File: config.mk
export PLATFORM = sky130hd
export DESIGN_NAME = pcm_conditioner
export DESIGN_NICKNAME = d
export VERILOG_FILES = /design/src/rtl/pcm_conditioner.sv
export SDC_FILE = /design/constraint.sdc
export NUM_CORES = 1
export LEC_CHECK = 0
export CAP_MARGIN = 10
export CORE_MARGIN = 3
export CORE_UTILIZATION = 34
export CTS_CLUSTER_DIAMETER = 50
export CTS_CLUSTER_SIZE = 12
export DETAILED_ROUTE_END_ITERATION = 10
export PLACE_DENSITY_LB_ADDON = 0.25
export SLEW_MARGIN = 25
export SYNTH_ARGS = -nofsm -noshare
export SYNTH_HDL_FRONTEND = slang
export SYNTH_SLANG_ARGS = --single-unit
File: constraint.sdc
create_clock -name clk -period 6.18 [get_ports clk]
set_input_delay 0.927 -clock clk [delete_from_list [all_inputs] [get_ports clk]]
set_output_delay 0.927 -clock clk [all_outputs]
set_load 0.02 [all_outputs]
File: src/rtl/pcm_conditioner.sv
// PCM conditioner: one-pole DC-blocking high-pass, power-of-two gain with saturation, mute, peak meter, sticky clip.
// Latency 2 cycles from pcm_en to out_en, one sample per cycle; no backpressure (strobe-driven stream).
module pcm_conditioner #(
  parameter int IN_W       = 16,
  parameter int FRAC       = 8,
  parameter int POLE_SHIFT = 8,
  parameter int PEAK_SHIFT = 4
) (
  input  logic                   clk,
  input  logic                   rst,
  input  logic                   pcm_en,
  input  logic signed [IN_W-1:0] pcm_in,
  input  logic [2:0]             gain_shift,
  input  logic                   mute,
  input  logic                   clip_clr,
  output logic                   out_en,
  output logic signed [IN_W-1:0] pcm_out,
  output logic                   clip,
  output logic [IN_W-2:0]        peak
);

  localparam int D_W = IN_W + 1;
  localparam int Y_W = IN_W + FRAC + 2;
  localparam int A_W = IN_W + FRAC + 3;
  localparam int Q_W = Y_W - FRAC;
  localparam int S_W = Q_W + 7;

  localparam logic [Y_W-1:0]  Y_MAX = {1'b0, {(Y_W-1){1'b1}}};
  localparam logic [Y_W-1:0]  Y_MIN = {1'b1, {(Y_W-1){1'b0}}};
  localparam logic [IN_W-1:0] S_MAX = {1'b0, {(IN_W-1){1'b1}}};
  localparam logic [IN_W-1:0] S_MIN = {1'b1, {(IN_W-1){1'b0}}};

  logic signed [IN_W-1:0] x_prev;
  logic signed [Y_W-1:0]  y;
  logic                   v1;

  // Stage 1: difference and leaky integration in extended precision
  logic [D_W-1:0]        d;
  logic [A_W-1:0]        d_ext;
  logic signed [A_W-1:0] y_ext;
  logic signed [A_W-1:0] y_dec;
  logic [A_W-1:0]        y_sum;
  logic [Y_W-1:0]        y_sat;

  always_comb begin
    d     = {pcm_in[IN_W-1], pcm_in} - {x_prev[IN_W-1], x_prev};
    d_ext = {{(A_W-D_W){d[D_W-1]}}, d};
    y_ext = {{(A_W-Y_W){y[Y_W-1]}}, y};
    y_dec = y_ext >>> POLE_SHIFT;
    y_sum = (d_ext << FRAC) + y_ext - y_dec;
    if (y_sum[A_W-1] != y_sum[A_W-2])
      y_sat = y_sum[A_W-1] ? Y_MIN : Y_MAX;
    else
      y_sat = y_sum[Y_W-1:0];
  end

  // Stage 2: dropping the fractional bits by slicing is an arithmetic (floor) shift
  logic [Q_W-1:0]       q;
  logic [S_W-1:0]       s;
  logic [S_W-IN_W:0]    s_hi;
  logic                 s_ovf;
  logic [IN_W-1:0]      s_sat;
  logic [IN_W-1:0]      pcm_next;
  logic                 sat_hit;
  logic [IN_W-2:0]      mag;
  logic [IN_W-2:0]      peak_next;

  always_comb begin
    q     = y[Y_W-1:FRAC];
    s     = {{(S_W-Q_W){q[Q_W-1]}}, q} << gain_shift;
    s_hi  = s[S_W-1:IN_W-1];
    s_ovf = !((&s_hi) || (~|s_hi));
    if (s_ovf)
      s_sat = s[S_W-1] ? S_MIN : S_MAX;
    else
      s_sat = s[IN_W-1:0];
    pcm_next = mute ? '0 : s_sat;
    sat_hit  = v1 && !mute && s_ovf;

    if (pcm_next == S_MIN)
      mag = S_MAX[IN_W-2:0];
    else if (pcm_next[IN_W-1])
      mag = ~pcm_next[IN_W-2:0] + 1'b1;
    else
      mag = pcm_next[IN_W-2:0];

    if (mag > peak)
      peak_next = mag;
    else
      peak_next = peak - (peak >> PEAK_SHIFT);
  end

  always_ff @(posedge clk) begin
    if (rst) begin
      x_prev  <= '0;
      y       <= '0;
      v1      <= 1'b0;
      out_en  <= 1'b0;
      pcm_out <= '0;
      clip    <= 1'b0;
      peak    <= '0;
    end else begin
      v1     <= pcm_en;
      out_en <= v1;
      if (pcm_en) begin
        x_prev <= pcm_in;
        y      <= y_sat;
      end
      if (v1) begin
        pcm_out <= pcm_next;
        peak    <= peak_next;
      end
      clip <= sat_hit || (clip && !clip_clr);
    end
  end

endmodule

==> results of run 1 <==
==> logic make-up (layout without fill, tap and decap cells) <==
logic type | Yosys count | after routing | synth area share
and+or+nand+nor | 285 | 285 | 0.166
AOI/OAI and AO/OA | 243 | 243 | 0.209
buffers and inverters | 143 | 206 | 0.0712
adders and majority gates | 121 | 121 | 0.205
DFF | 76 | 76 | 0.195
muxes | 56 | 56 | 0.100
xor gates and xnor gates | 48 | 48 | 0.0539
==> worst register-to-register path, stage by stage, from the launching register on <==
cell and delay, ps:
dfxtp_1 330, ha_1 160, inv_1 60, fa_1 380
a21o_1 170, a21oi_1 210, o21bai_1 90, a21oi_1 180
o21ai_0 160, buf_4 170, a21o_1 170, a211o_1 280
nand2_1 110, fa_1 410, inv_1 70, ha_1 240
a21o_1 170, a21oi_1 130, o21bai_1 130, nor3b_1 240
o21ai_0 140, nand2_1 120, xor2_2 90, buf_12 160
maj3_1 360, a211oi_1 240
==> per-stage QoR <==
step           power (mW)  utilization  cells
6_report             6.07        0.414   1315
5_1_grt              6.73        0.414   1315
4_1_cts              6.09        0.413   1315
3_5_place_dp         5.47        0.399   1299
3_3_place_gp         5.44        0.399   1299
2_1_floorplan        4.25            -    972
==> final cells by class <==
type                       count  area (um2)  share of cell area
multi-input combinational    753        5750               0.627
inverter                      94         353              0.0385
clock inverter                 6        86.3             0.00941
clock buffer                  10         239              0.0261
sequential                    76        1520               0.166
timing repair buffer          96         871              0.0949
tap                          280         350              0.0382
==> routing by layer <==
layer | up-vias | global-route usage | wire length [um]
li1 | 3581 | - | -
met1 | 3270 | 0.222 | 9550
met2 | 93 | 0.301 | 10300
met3 | 22 | 0.0239 | 499
met4 | 0 | 0.0455 | 320
met5 | - | 0 | 0
==> cells in the final DEF (no fill, tap or decap), types with 15 or more instances in the layout <==
master and n:
a211oi_1 33, a21o_1 18, a21oi_1 66, buf_4 38
clkdlybuf4s50_1 53, dfxtp_1 76, fa_1 20, ha_1 76
inv_1 92, maj3_1 25, mux2i_1 31, mux4_2 17
nand2_1 67, nand3_1 19, nor2_1 113, nor2b_1 15
nor3_1 21, o21ai_0 35, xnor2_1 24, xor2_1 23
==> flip-flops by register name (all words and copies together) (netlist names) <==
name	flops
y	26
peak	15
out_en	1
v1	1
x_prev	16
clip	1
pcm_out	16
==> final timing paths <==
path | endpoint | slack, ps | cells after the start
max | y[12] | 370 | 27
min | pcm_out[7] | 490 | 2
max reg2reg | y[12] | 1100 | 25
min reg2reg | pcm_out[7] | 490 | 2
==> what timing repair did <==
action                                  CTS  global route
resized for setup                         0             4
hold buffers                              0             0
endpoints found under the setup margin    0            25
==> power breakdown <==
part	internal, mW	switching, mW
Sequential	0.612	0.177
Combinational	2.19	2.50
Clock	0.365	0.224
Total	3.16	2.90
==> results_dict.tcl, run 1 <==
set metrics [dict create \
    status "complete, no violations" \
    gp_congestion 0.895 \
    r2r-start "x_prev[0]" \
    critPathArrivalTime_ps 6050 \
    slew_violations 0 \
    dr.pass1.iters 4 \
    period_needed_ps 5810 \
    path_clk_slew_ps 60 \
    n_fill_cell 2308 \
    synth_nets 1092 \
    num_vias 6966 \
    synth-seq-cells 76 \
    synth.area.top_cells "dfxtp_1, ha_1, nor2_1, fa_1, mux4_2" \
    core-area_um2 22200 \
    synth_ff_type "dfxtp_1" \
    crit_buf_inv 6 \
    die_area_um2 24800 \
    drc 0 \
    hold_class "register to register" \
    cap_violations 0 \
    slew_headroom 0.384 \
    synth_top_area_cell "dfxtp_1" \
    cp_max_fo 25 \
    ioPinCount 57 \
    diodes 0 \
    leakagePower_nw 3.84 \
    synth_top_area_share 0.195 \
    start_util 0.352 \
    synth.most_common_cell "nor2_1" \
    core.rowCount 54 \
    crit_family "compound AO/OA/AOI/OAI gates" \
    cts_setup_buffers 0 \
    antenna_found_initial 0 \
    crit_type "input port to register" \
    overflow 0 \
    ys_warn_count 0 \
    drtAntennaViolNets 0 \
    syn_avg_cell_area_um2 8.03 \
    wirelength_um 20600 \
    pwr_density_cell_nw_per_um2 661 \
    syn2layout_area_growth_pct 17.6 \
    synth_area_um2 7800 \
    endpoint_kind "register" \
    netlist_instances 972 \
    drive_gt1_frac 0.0976 \
    critPathRequiredTime_ps 6430 \
    wl_per_cell_um 15.7 \
    synth_edf_count 0 \
    grt_pass1_vias 6957 \
    worst_slack_ps 373 \
    finalSetupViolations 0 \
    worst_skew_pair.late_latency_ps 340 \
    hold_start "pcm_out[7]" \
    dpl.hpwl_um 15900 \
    clock_path_buffers 2 \
    die_w_um 157 \
    dr.first_iter.drc_count 376 \
    final_nets 1150 \
    cts_tree "built" \
    place_ws_ps -72.6 \
    finalClockSkew_ps 6.74 \
    holdWs_ps 490 \
    htreeDepth 3 \
    cts_sinks 76 \
    root_buffer "clkbuf_16" \
    grt_setup_unrepaired "false" \
    crit_path_start "pcm_in[0]" \
    crit_slowest_cell "clkdlybuf4s50_1" \
    timing.fmax_ghz 0.172 \
    synth_seq_area_share 0.195 \
    synth.distinct_cells 67 \
    startpoint_type "input port" \
    fin_crit_sh 0.940 \
    worstMarginPinSlew_ps 919 \
    cts_made_buffers 9 \
    track_usage 0.172 \
    grt_pass1_wl_um 34700 \
    finalHoldViolCount 0 \
    final_cell_area_um2 9170 \
    io_buffers 56 \
    synth_common_cells "nor2_1, inv_1, dfxtp_1, ha_1, nand2_1" \
    ys_async_sr_fraction 0 \
    tns_ps 0 \
    ir_worst_vdd_mv 0.358 \
    cpPeakStageDelay_ps 420 \
    post_dp_cell_area_um2 8830 \
    grt_max_degree 82 \
    die_y_um 157 \
    viasPerCell 5.30 \
]
No activity file was read; power rests on OpenSTA's default activity.
==> run 2: changes to the inputs <==
PLACE_DENSITY = 0.54   (was default)
PLACE_DENSITY_LB_ADDON = default   (was 0.25)
==> run 2 against run 1 <==
Net effect: global-route usage grew 0.14 points; total power about the same; critical path depth is 1 lower; clock skew increased by 2.9 ps; critical endpoint is now y[6].
==> results_dict.tcl, run 2 (synthesized netlist as in run 1, its figures left out) <==
set metrics [dict create \
    status "complete, no violations" \
    root_buffer "clkbuf_16" \
    startpoint_type "input port" \
    antenna_found_initial 1 \
    path_clk_slew_ps 60 \
    stdcell_count 1315 \
    cts_sinks 76 \
    postLayoutCoreUtil 0.413 \
    holdPathStages 2 \
    grt_setup_unrepaired "false" \
    final_cell_mix "nor2_1, inv_1, ha_1, dfxtp_1, nand2_1" \
    largest_register_ffs 26 \
    slew_headroom 0.378 \
    grt_max_degree 82 \
    critPathArrivalTime_ps 5970 \
    r2r-end "y[6]" \
    fin_crit_sh 0.926 \
    period_needed_ps 5720 \
    drtAntennaViolNets 0 \
    hold_start "x_prev[2]" \
    finalPower_mw 6.06 \
    grt_pass1_wl_um 34900 \
    worstMarginPinSlew_ps 928 \
    track_usage 0.173 \
    dpl.hpwl_um 15800 \
    critPathRequiredTime_ps 6430 \
    diodes 0 \
    die_y_um 157 \
    cts_setup_buffers 0 \
    viasPerCell 5.39 \
    switching_share 0.482 \
    die_w_um 157 \
    grt_pass1_vias 6896 \
    core.rowCount 54 \
    timing.fmax_ghz 0.175 \
    dr.pass1.iters 5 \
    regArea_um2 1520 \
    r2r-start "x_prev[0]" \
    finalHoldViolCount 0 \
    start_util 0.352 \
    p_switching_mw 2.92 \
    syn2layout_area_growth_pct 17.2 \
    leakagePower_nw 3.82 \
    wl_per_cell_um 15.8 \
    dpl.cell_count 1299 \
    min_to "x_prev[2]" \
    cts_tree "built" \
    crit_type "input port to register" \
    n_fill_cell 2277 \
    gp_congestion 0.832 \
    clock_path_buffers 2 \
    rr_worst_depth 24 \
    reg_top3 "y x26, pcm_out x16, x_prev x16" \
    final_common_cell "nor2_1" \
    endpoint_kind "register" \
    wirelength_um 20700 \
    combPwrFrac 0.779 \
    dr.first_iter.drc_count 545 \
    die_area_um2 24800 \
    p_int_mw 3.14 \
    cp_max_fo 25 \
    ioPinCount 57 \
    cts-resized-gates 0 \
    io_buffers 56 \
    worst_skew_pair.late_latency_ps 340 \
    drive_gt1_frac 0.0957 \
    finalSetupViolations 0 \
    num_vias 7083 \
    hold_class "register to register" \
    core-area_um2 22200 \
    final_nets 1150 \
    slew_violations 0 \
    cap_violations 0 \
    clock_power_share 0.091 \
    largest_register "y" \
    ir_worst_vdd_mv 0.345 \
    htreeDepth 3 \
    finalClockSkew_ps 9.64 \
    overflow 0 \
    holdBufCountCts 0 \
    cts_made_buffers 9 \
    pwr_density_cell_nw_per_um2 663 \
    drc 0 \
    seqPwrFrac 0.130 \
    multi_input_area_um2 5750 \
    reg2reg_slack_ps 1190 \
]
==> run 2: power groups by stage <==
stage | Sequential [mW] | Clock [mW] | Combinational [mW]
6_report | 0.791 | 0.550 | 4.72
5_1_grt | 0.812 | 0.585 | 5.33
4_1_cts | 0.788 | 0.567 | 4.74
3_5_place_dp | 0.798 | 0 | 4.72
3_3_place_gp | 0.800 | 0 | 4.68
2_1_floorplan | 0.777 | 0 | 3.47
==> run 2: metal layers <==
layer | routed length [um] | vias to the layer above | track usage
li1 | - | 3582 | -
met1 | 9570 | 3363 | 0.228
met2 | 10300 | 119 | 0.301
met3 | 626 | 17 | 0.0280
met4 | 210 | 2 | 0.0343
met5 | 13 | - | 0
==> run 2: worst max-delay path, cell delays in order <==
cell             delay (ps)
clkdlybuf4s50_1         420
inv_1                    60
ha_1                    160
inv_1                    60
fa_1                    370
a21o_1                  170
a21oi_1                 210
o21bai_1                 90
a21oi_1                 190
o21ai_0                 160
a41oi_2                 250
a2111oi_2               120
o21ai_1                 200
o31ai_1                 120
fa_1                    490
inv_1                    40
ha_1                    300
a21o_1                  190
a21oi_1                 190
nor3b_1                 190
o21ai_0                 110
nand2_1                 100
xor2_2                   80
buf_12                  170
maj3_1                  350
a211oi_1                250
==> run 2: layout make-up <==
class / instances / share of cell area
clock buffer: 12 / 0.0270
sequential: 76 / 0.166
timing repair buffer: 96 / 0.0952
clock inverter: 4 / 0.00534
multi-input combinational: 753 / 0.629
inverter: 94 / 0.0386
tap: 280 / 0.0383
==> run 2: worst max path at each step <==
| stage | cells past startpoint | to | slack [ps] | from |
|---|---|---|---|---|
| global route | 26 | y[7] | 30 | pcm_in[0] |
| floorplan | 25 | y[10] | 390 | pcm_in[0] |
| detailed placement | 26 | y[6] | -100 | pcm_in[0] |
| global placement | 26 | y[13] | 20 | pcm_in[0] |
| CTS | 26 | y[6] | 230 | pcm_in[0] |
| finish | 26 | y[6] | 460 | pcm_in[0] |
==> run 2: stage by stage <==
| step | instance area [um2] | setup slack [ps] | TNS [ps] | hold slack [ps] |
|---|---|---|---|---|
| after CTS | 9130 | 226 | 0 | 492 |
| after detailed placement | 8830 | -96.2 | -1740 | 477 |
| after global routing | 9140 | 28.6 | 0 | 504 |
| after floorplan | 7800 | 387 | 0 | 460 |
| after global placement | 8830 | 17.4 | 0 | 475 |
| final | 9140 | 458 | 0 | 490 |
==> run 3: changes to the inputs <==
ABC_CLOCK_PERIOD_IN_PS = 6180   (was default)
CORE_UTILIZATION = 52   (was 34)
PLACE_DENSITY = 0.76   (was 0.54)
==> run 3 against run 2 <==
Net effect: utilization rose by 20 points; hold slack lost 13 ps; first-iteration DRC count down 10%; fmax shrank 2.4%; wire length decreased by 4.1%; global-route usage rose by 7.0 points; sequential share of layout area grew 0.32 points; largest cell class unchanged; critical path depth grew 1; non-clock buffer count decreased by 7.
==> results_dict.tcl, run 3 (synthesized netlist as in run 1, its figures left out) <==
set metrics [dict create \
    fin_crit_sh 0.949 \
    final_common_cell "nor2_1" \
    drive_gt1_frac 0.0944 \
    path_clk_slew_ps 70 \
    syn2layout_area_growth_pct 15.0 \
    clock_path_buffers 2 \
    cts_setup_buffers 0 \
    root_buffer "clkbuf_16" \
    startpoint_type "input port" \
    drc 0 \
    final_cell_mix "nor2_1, inv_1, ha_1, dfxtp_1, nand2_1" \
    finalHoldViolCount 0 \
    worst_skew_pair.late_latency_ps 350 \
    diodes 0 \
    wl_per_cell_um 16.4 \
    die_w_um 128 \
    largest_register_ffs 26 \
    start_util 0.535 \
    cts_sinks 76 \
    endpoint_kind "register" \
    period_needed_ps 5860 \
    cts_made_buffers 9 \
    status "complete, no violations" \
    drtAntennaViolNets 0 \
    cts-resized-gates 0 \
    critPathArrivalTime_ps 6120 \
    core.rowCount 44 \
    antenna_found_initial 0 \
    overflow 0 \
    grt_pass1_wl_um 32900 \
    critPathRequiredTime_ps 6440 \
    grt_pass1_vias 6787 \
    slew_headroom 0.398 \
    timing.fmax_ghz 0.171 \
    die_area_um2 16500 \
    wirelength_um 19900 \
    viasPerCell 5.93 \
    htreeDepth 3 \
    finalSetupViolations 0 \
    gp_congestion 0.950 \
    cp_max_fo 25 \
    final_nets 1143 \
    grt_max_degree 82 \
    num_vias 7186 \
    postLayoutCoreUtil 0.615 \
    die_y_um 128 \
    dr.pass1.iters 7 \
    finalClockSkew_ps 8.48 \
    ioPinCount 57 \
    holdBufCountCts 0 \
    core-area_um2 14600 \
    crit_type "input port to register" \
    cap_violations 0 \
    hold_class "register to register" \
    largest_register "y" \
    dpl.hpwl_um 15100 \
    final_cell_area_um2 8970 \
    worstMarginPinSlew_ps 903 \
    track_usage 0.243 \
    cts_tree "built" \
    slew_violations 0 \
    reg_top3 "y x26, pcm_out x16, x_prev x16" \
    tns_ps 0 \
    io_buffers 56 \
    holdWs_ps 477 \
    post_dp_cell_area_um2 8660 \
    dr.first_iter.drc_count 489 \
]
## run 3: stage by stage
stage | setup WS, ps | cells
2_1_floorplan | 387 | 972
3_3_place_gp | 108 | 1196
3_5_place_dp | -42.8 | 1196
4_1_cts | 225 | 1212
5_1_grt | -13.5 | 1212
6_report | 315 | 1212
## run 3: path summary, 6_finish.rpt
kind | start | to | slack, ps | cells past startpoint
setup / recovery | pcm_in[0] | y[17] | 320 | 27
hold / removal | pcm_out[12] | pcm_out[12] | 480 | 2
setup reg to reg | x_prev[0] | y[17] | 1080 | 25
hold reg to reg | pcm_out[12] | pcm_out[12] | 480 | 2
## run 3: layer usage
metal,part of all wire,vias to the layer above,GRT usage
met1,0.44,3409,0.317
met4,0.034,0,0.101
met2,0.49,164,0.411
li1,-,3569,-
met5,0,-,0
met3,0.034,44,0.0262
## run 3: cell type report
cell class | count | area, um2
Sequential cell | 76 | 1520
Timing Repair Buffer | 89 | 818
Multi-Input combinational cell | 753 | 5770
Inverter | 94 | 353
Fill cell | 1296 | 5620
Clock buffer | 9 | 225
Clock inverter | 7 | 58.8
Tap cell | 184 | 230
## run 3: worst max-delay path, cell delays in order
cell	delay (ps)
clkdlybuf4s50_1	450
inv_1	70
ha_1	180
inv_1	60
fa_1	390
a21o_1	170
a21oi_1	180
o21bai_1	120
a21oi_2	190
o21ai_1	120
buf_4	160
a21o_1	170
a211o_1	280
nand2_1	120
fa_1	420
inv_1	70
ha_1	280
a21o_1	180
a21oi_1	140
o21bai_1	130
nor3b_1	210
o21ai_0	100
nand2_1	110
xor2_2	80
buf_12	170
maj3_1	390
a211oi_2	250
Power of run 3 is not shown: default switching activity piles up to over one toggle a cycle in this logic, so the estimate is an artifact.
==> edit (flow settings as in run 2) <==
Register the inputs `pcm_en`, `pcm_in`, `gain_shift`, `mute` and `clip_clr` before use, with the module's reset. The logic sees them one clock later. Comments in the files are not updated.
--- a/src/rtl/pcm_conditioner.sv
+++ b/src/rtl/pcm_conditioner.sv
@@ -30,6 +30,28 @@
   localparam logic [IN_W-1:0] S_MAX = {1'b0, {(IN_W-1){1'b1}}};
   localparam logic [IN_W-1:0] S_MIN = {1'b1, {(IN_W-1){1'b0}}};
 
+  logic pcm_en_q;
+  logic signed [IN_W-1:0] pcm_q;
+  logic [2:0] gain_shift_q;
+  logic mute_q;
+  logic clip_clr_q;
+
+  always_ff @(posedge clk) begin
+    if (rst) begin
+      pcm_en_q     <= '0;
+      pcm_q        <= '0;
+      gain_shift_q <= '0;
+      mute_q       <= '0;
+      clip_clr_q   <= '0;
+    end else begin
+      pcm_en_q     <= pcm_en;
+      pcm_q        <= pcm_in;
+      gain_shift_q <= gain_shift;
+      mute_q       <= mute;
+      clip_clr_q   <= clip_clr;
+    end
+  end
+
   logic signed [IN_W-1:0] x_prev;
   logic signed [Y_W-1:0]  y;
   logic                   v1;
@@ -43,7 +65,7 @@
   logic [Y_W-1:0]        y_sat;
 
   always_comb begin
-    d     = {pcm_in[IN_W-1], pcm_in} - {x_prev[IN_W-1], x_prev};
+    d     = {pcm_q[IN_W-1], pcm_q} - {x_prev[IN_W-1], x_prev};
     d_ext = {{(A_W-D_W){d[D_W-1]}}, d};
     y_ext = {{(A_W-Y_W){y[Y_W-1]}}, y};
     y_dec = y_ext >>> POLE_SHIFT;
@@ -67,15 +89,15 @@
 
   always_comb begin
     q     = y[Y_W-1:FRAC];
-    s     = {{(S_W-Q_W){q[Q_W-1]}}, q} << gain_shift;
+    s     = {{(S_W-Q_W){q[Q_W-1]}}, q} << gain_shift_q;
     s_hi  = s[S_W-1:IN_W-1];
     s_ovf = !((&s_hi) || (~|s_hi));
     if (s_ovf)
       s_sat = s[S_W-1] ? S_MIN : S_MAX;
     else
       s_sat = s[IN_W-1:0];
-    pcm_next = mute ? '0 : s_sat;
-    sat_hit  = v1 && !mute && s_ovf;
+    pcm_next = mute_q ? '0 : s_sat;
+    sat_hit  = v1 && !mute_q && s_ovf;
 
     if (pcm_next == S_MIN)
       mag = S_MAX[IN_W-2:0];
@@ -100,17 +122,17 @@
       clip    <= 1'b0;
       peak    <= '0;
     end else begin
-      v1     <= pcm_en;
+      v1     <= pcm_en_q;
       out_en <= v1;
-      if (pcm_en) begin
-        x_prev <= pcm_in;
+      if (pcm_en_q) begin
+        x_prev <= pcm_q;
         y      <= y_sat;
       end
       if (v1) begin
         pcm_out <= pcm_next;
         peak    <= peak_next;
       end
-      clip <= sat_hit || (clip && !clip_clr);
+      clip <= sat_hit || (clip && !clip_clr_q);
     end
   end
 
Check against the original RTL: not equivalent (a bounded check fails within 4 cycles, from zero or initial values and one cycle with rst high).
==> edit against run 2 <==
Routed wire length up 6.6%; setup slack worse by 0.070 ns; sequential cell count up 22; clock power up 4.9%; final area up 4.1%; critical path depth down 6; area after synthesis up 6.0%; maximum frequency down 1.2%; power down 18%; sequential share of layout area up 4.0 points; critical path type is now flip-flop to flip-flop.
==> edit: results <==
metrics = {
    "status": {
        "outcome": "finished, final reports clean",
    },
    "grt": {
        "grt_pass1_wl_um": 36800,
        "grt_max_degree": 51,
        "grt_usage": 0.173,
        "antenna_found_initial": 0,
        "grt_pass1_vias": 7015,
    },
    "final_layout": {
        "nets": 1160,
        "largest_register_ffs": 26,
        "antennaDiodeCount": 0,
        "num-fill-cells": 2512,
        "top_register": "y",
        "drive_gt1_frac": 0.0775,
    },
    "synth": {
        "synthTopCellsByArea": "dfxtp_1 (24%), ha_1 (11%), fa_1 (4.8%)",
        "synth_common_cells": "nor2_1 (100), dfxtp_1 (98), inv_1 (90)",
        "synthXorXnorAreaFrac": 0.0455,
        "muxShareOfSynthArea": 0.0767,
        "synth_ff_type": "dfxtp_1",
        "synth_compound_area_frac": 0.211,
        "synth_adder_area_share": 0.178,
        "synth.yosys.warnings": 0,
        "synth_cell_types": 84,
        "async_flop_share": 0,
        "yosysSeqAreaShare": 0.237,
        "synth_nets": 1111,
    },
    "drt": {
        "wl_um": 22100,
        "vias": 7177,
        "first_pass_iters": 7,
        "drt_iter0_drc": 460,
    },
    "clock_tree": {
        "cts_buffers": 9,
        "clock_path_buffers": 2,
        "insertion_delay_ns": 0.36,
        "path_clk_slew_ns": 0.07,
        "cts_setup_buffers": 0,
        "cts_root_buffer": "clkbuf_16",
        "h-tree-depth": 3,
    },
    "placement": {
        "placed_area_um2": 9220,
        "place.port_buffers": 56,
        "gp_congestion": 0.879,
        "hpwl_um": 17200,
    },
    "worst_setup_path": {
        "r2r_end": "peak[13]",
        "rr_worst_depth": 20,
        "r2r_start": "gain_shift_q[0]",
        "crit_fanout": 18,
        "ff2ff_setup_slack_ns": 0.39,
    },
    "sta": {
        "skew_ns": 0.0112,
        "finalSetupTns_ns": 0,
        "holdWs_ns": 0.474,
        "worstMarginPinSlew_ns": 0.874,
    },
    "pwr": {
        "ir_worst_vdd_uv": 207,
        "p_leak_uw": 0.00377,
    },
    "min_path": {
        "hp-start": "pcm_out[11]",
        "min_path_type": "flip-flop to flip-flop",
        "hold_path_depth": 2,
        "min_to": "pcm_out[11]",
    },
}
-- edit: layer usage --
layer  vias up  GRT usage  wire, µm
li1       3656          -         -
met1      3371      0.230     10300
met2       127      0.298     10700
met3        23     0.0201       756
met4         0     0.0500       407
met5         -          0         0
-- edit: cells by family (layout without fill, tap and decap cells) --
group	Yosys count	in the layout
compound gates	242	242
simple gates	324	324
mux	47	47
buf+inv	129	183
flops	98	98
fa+ha+maj	108	108
xor+xnor	43	43
-- edit: repair_timing --
item                                    4_1_cts  5_1_grt
gates resized for setup                       0        2
endpoints found under the setup margin        0        4
hold endpoints to repair                      0        0
-- edit: worst max-delay path by stage --
stage	start	end	slack (ns)	cells past startpoint
floorplan	gain_shift_q[0]	peak[6]	0.58	26
global route	x_prev[1]	y[17]	0.002	23
global placement	pcm_q[0]	y[16]	0.42	24
CTS	pcm_q[0]	y[0]	0.31	24
finish	gain_shift_q[0]	peak[13]	0.39	20
detailed placement	pcm_q[0]	y[0]	0.35	24
-- edit: power breakdown --
group / total (µW) / switching [µW] / internal, µW / leakage (µW)
registers: 830 / 113 / 718 / 0.000804
clock network: 577 / 285 / 293 / 0.000139
logic: 3540 / 2020 / 1520 / 0.00283
-- edit: through the flow --
stage / std cells / util / worst slack [ns]
after global placement: 1348 / 0.389 / 0.418
final: 1364 / 0.402 / 0.388
after global routing: 1364 / 0.402 / 0.00191
after CTS: 1364 / 0.402 / 0.308
after detailed placement: 1348 / 0.389 / 0.346
after floorplan: 991 / - / 0.584
-- edit: layout make-up --
type                            count  share of cell area
Multi-Input combinational cell    764               0.611
Sequential cell                    98               0.206
Timing Repair Buffer               75              0.0736
Tap cell                          319              0.0419
Inverter                           92              0.0363
Clock buffer                       10              0.0251
Clock inverter                      6             0.00578
-- edit: worst max-delay path, cell delays in order, from the launching register on --
cell and delay (ns):
dfxtp_1 0.47, buf_4 0.30, mux4_2 0.56, a2bb2oi_1 0.36, o211ai_1 0.26, nor3_2 0.31
nand4_4 0.19, o41a_1 0.50, or2_1 0.43, nand2_1 0.13, ha_1 0.24, a21o_1 0.18
a21o_1 0.17, a221oi_1 0.23, o21ai_0 0.11, a221oi_1 0.35, nor2_1 0.09, buf_4 0.22
nor2_1 0.21, and3_1 0.26, a2111oi_4 0.06
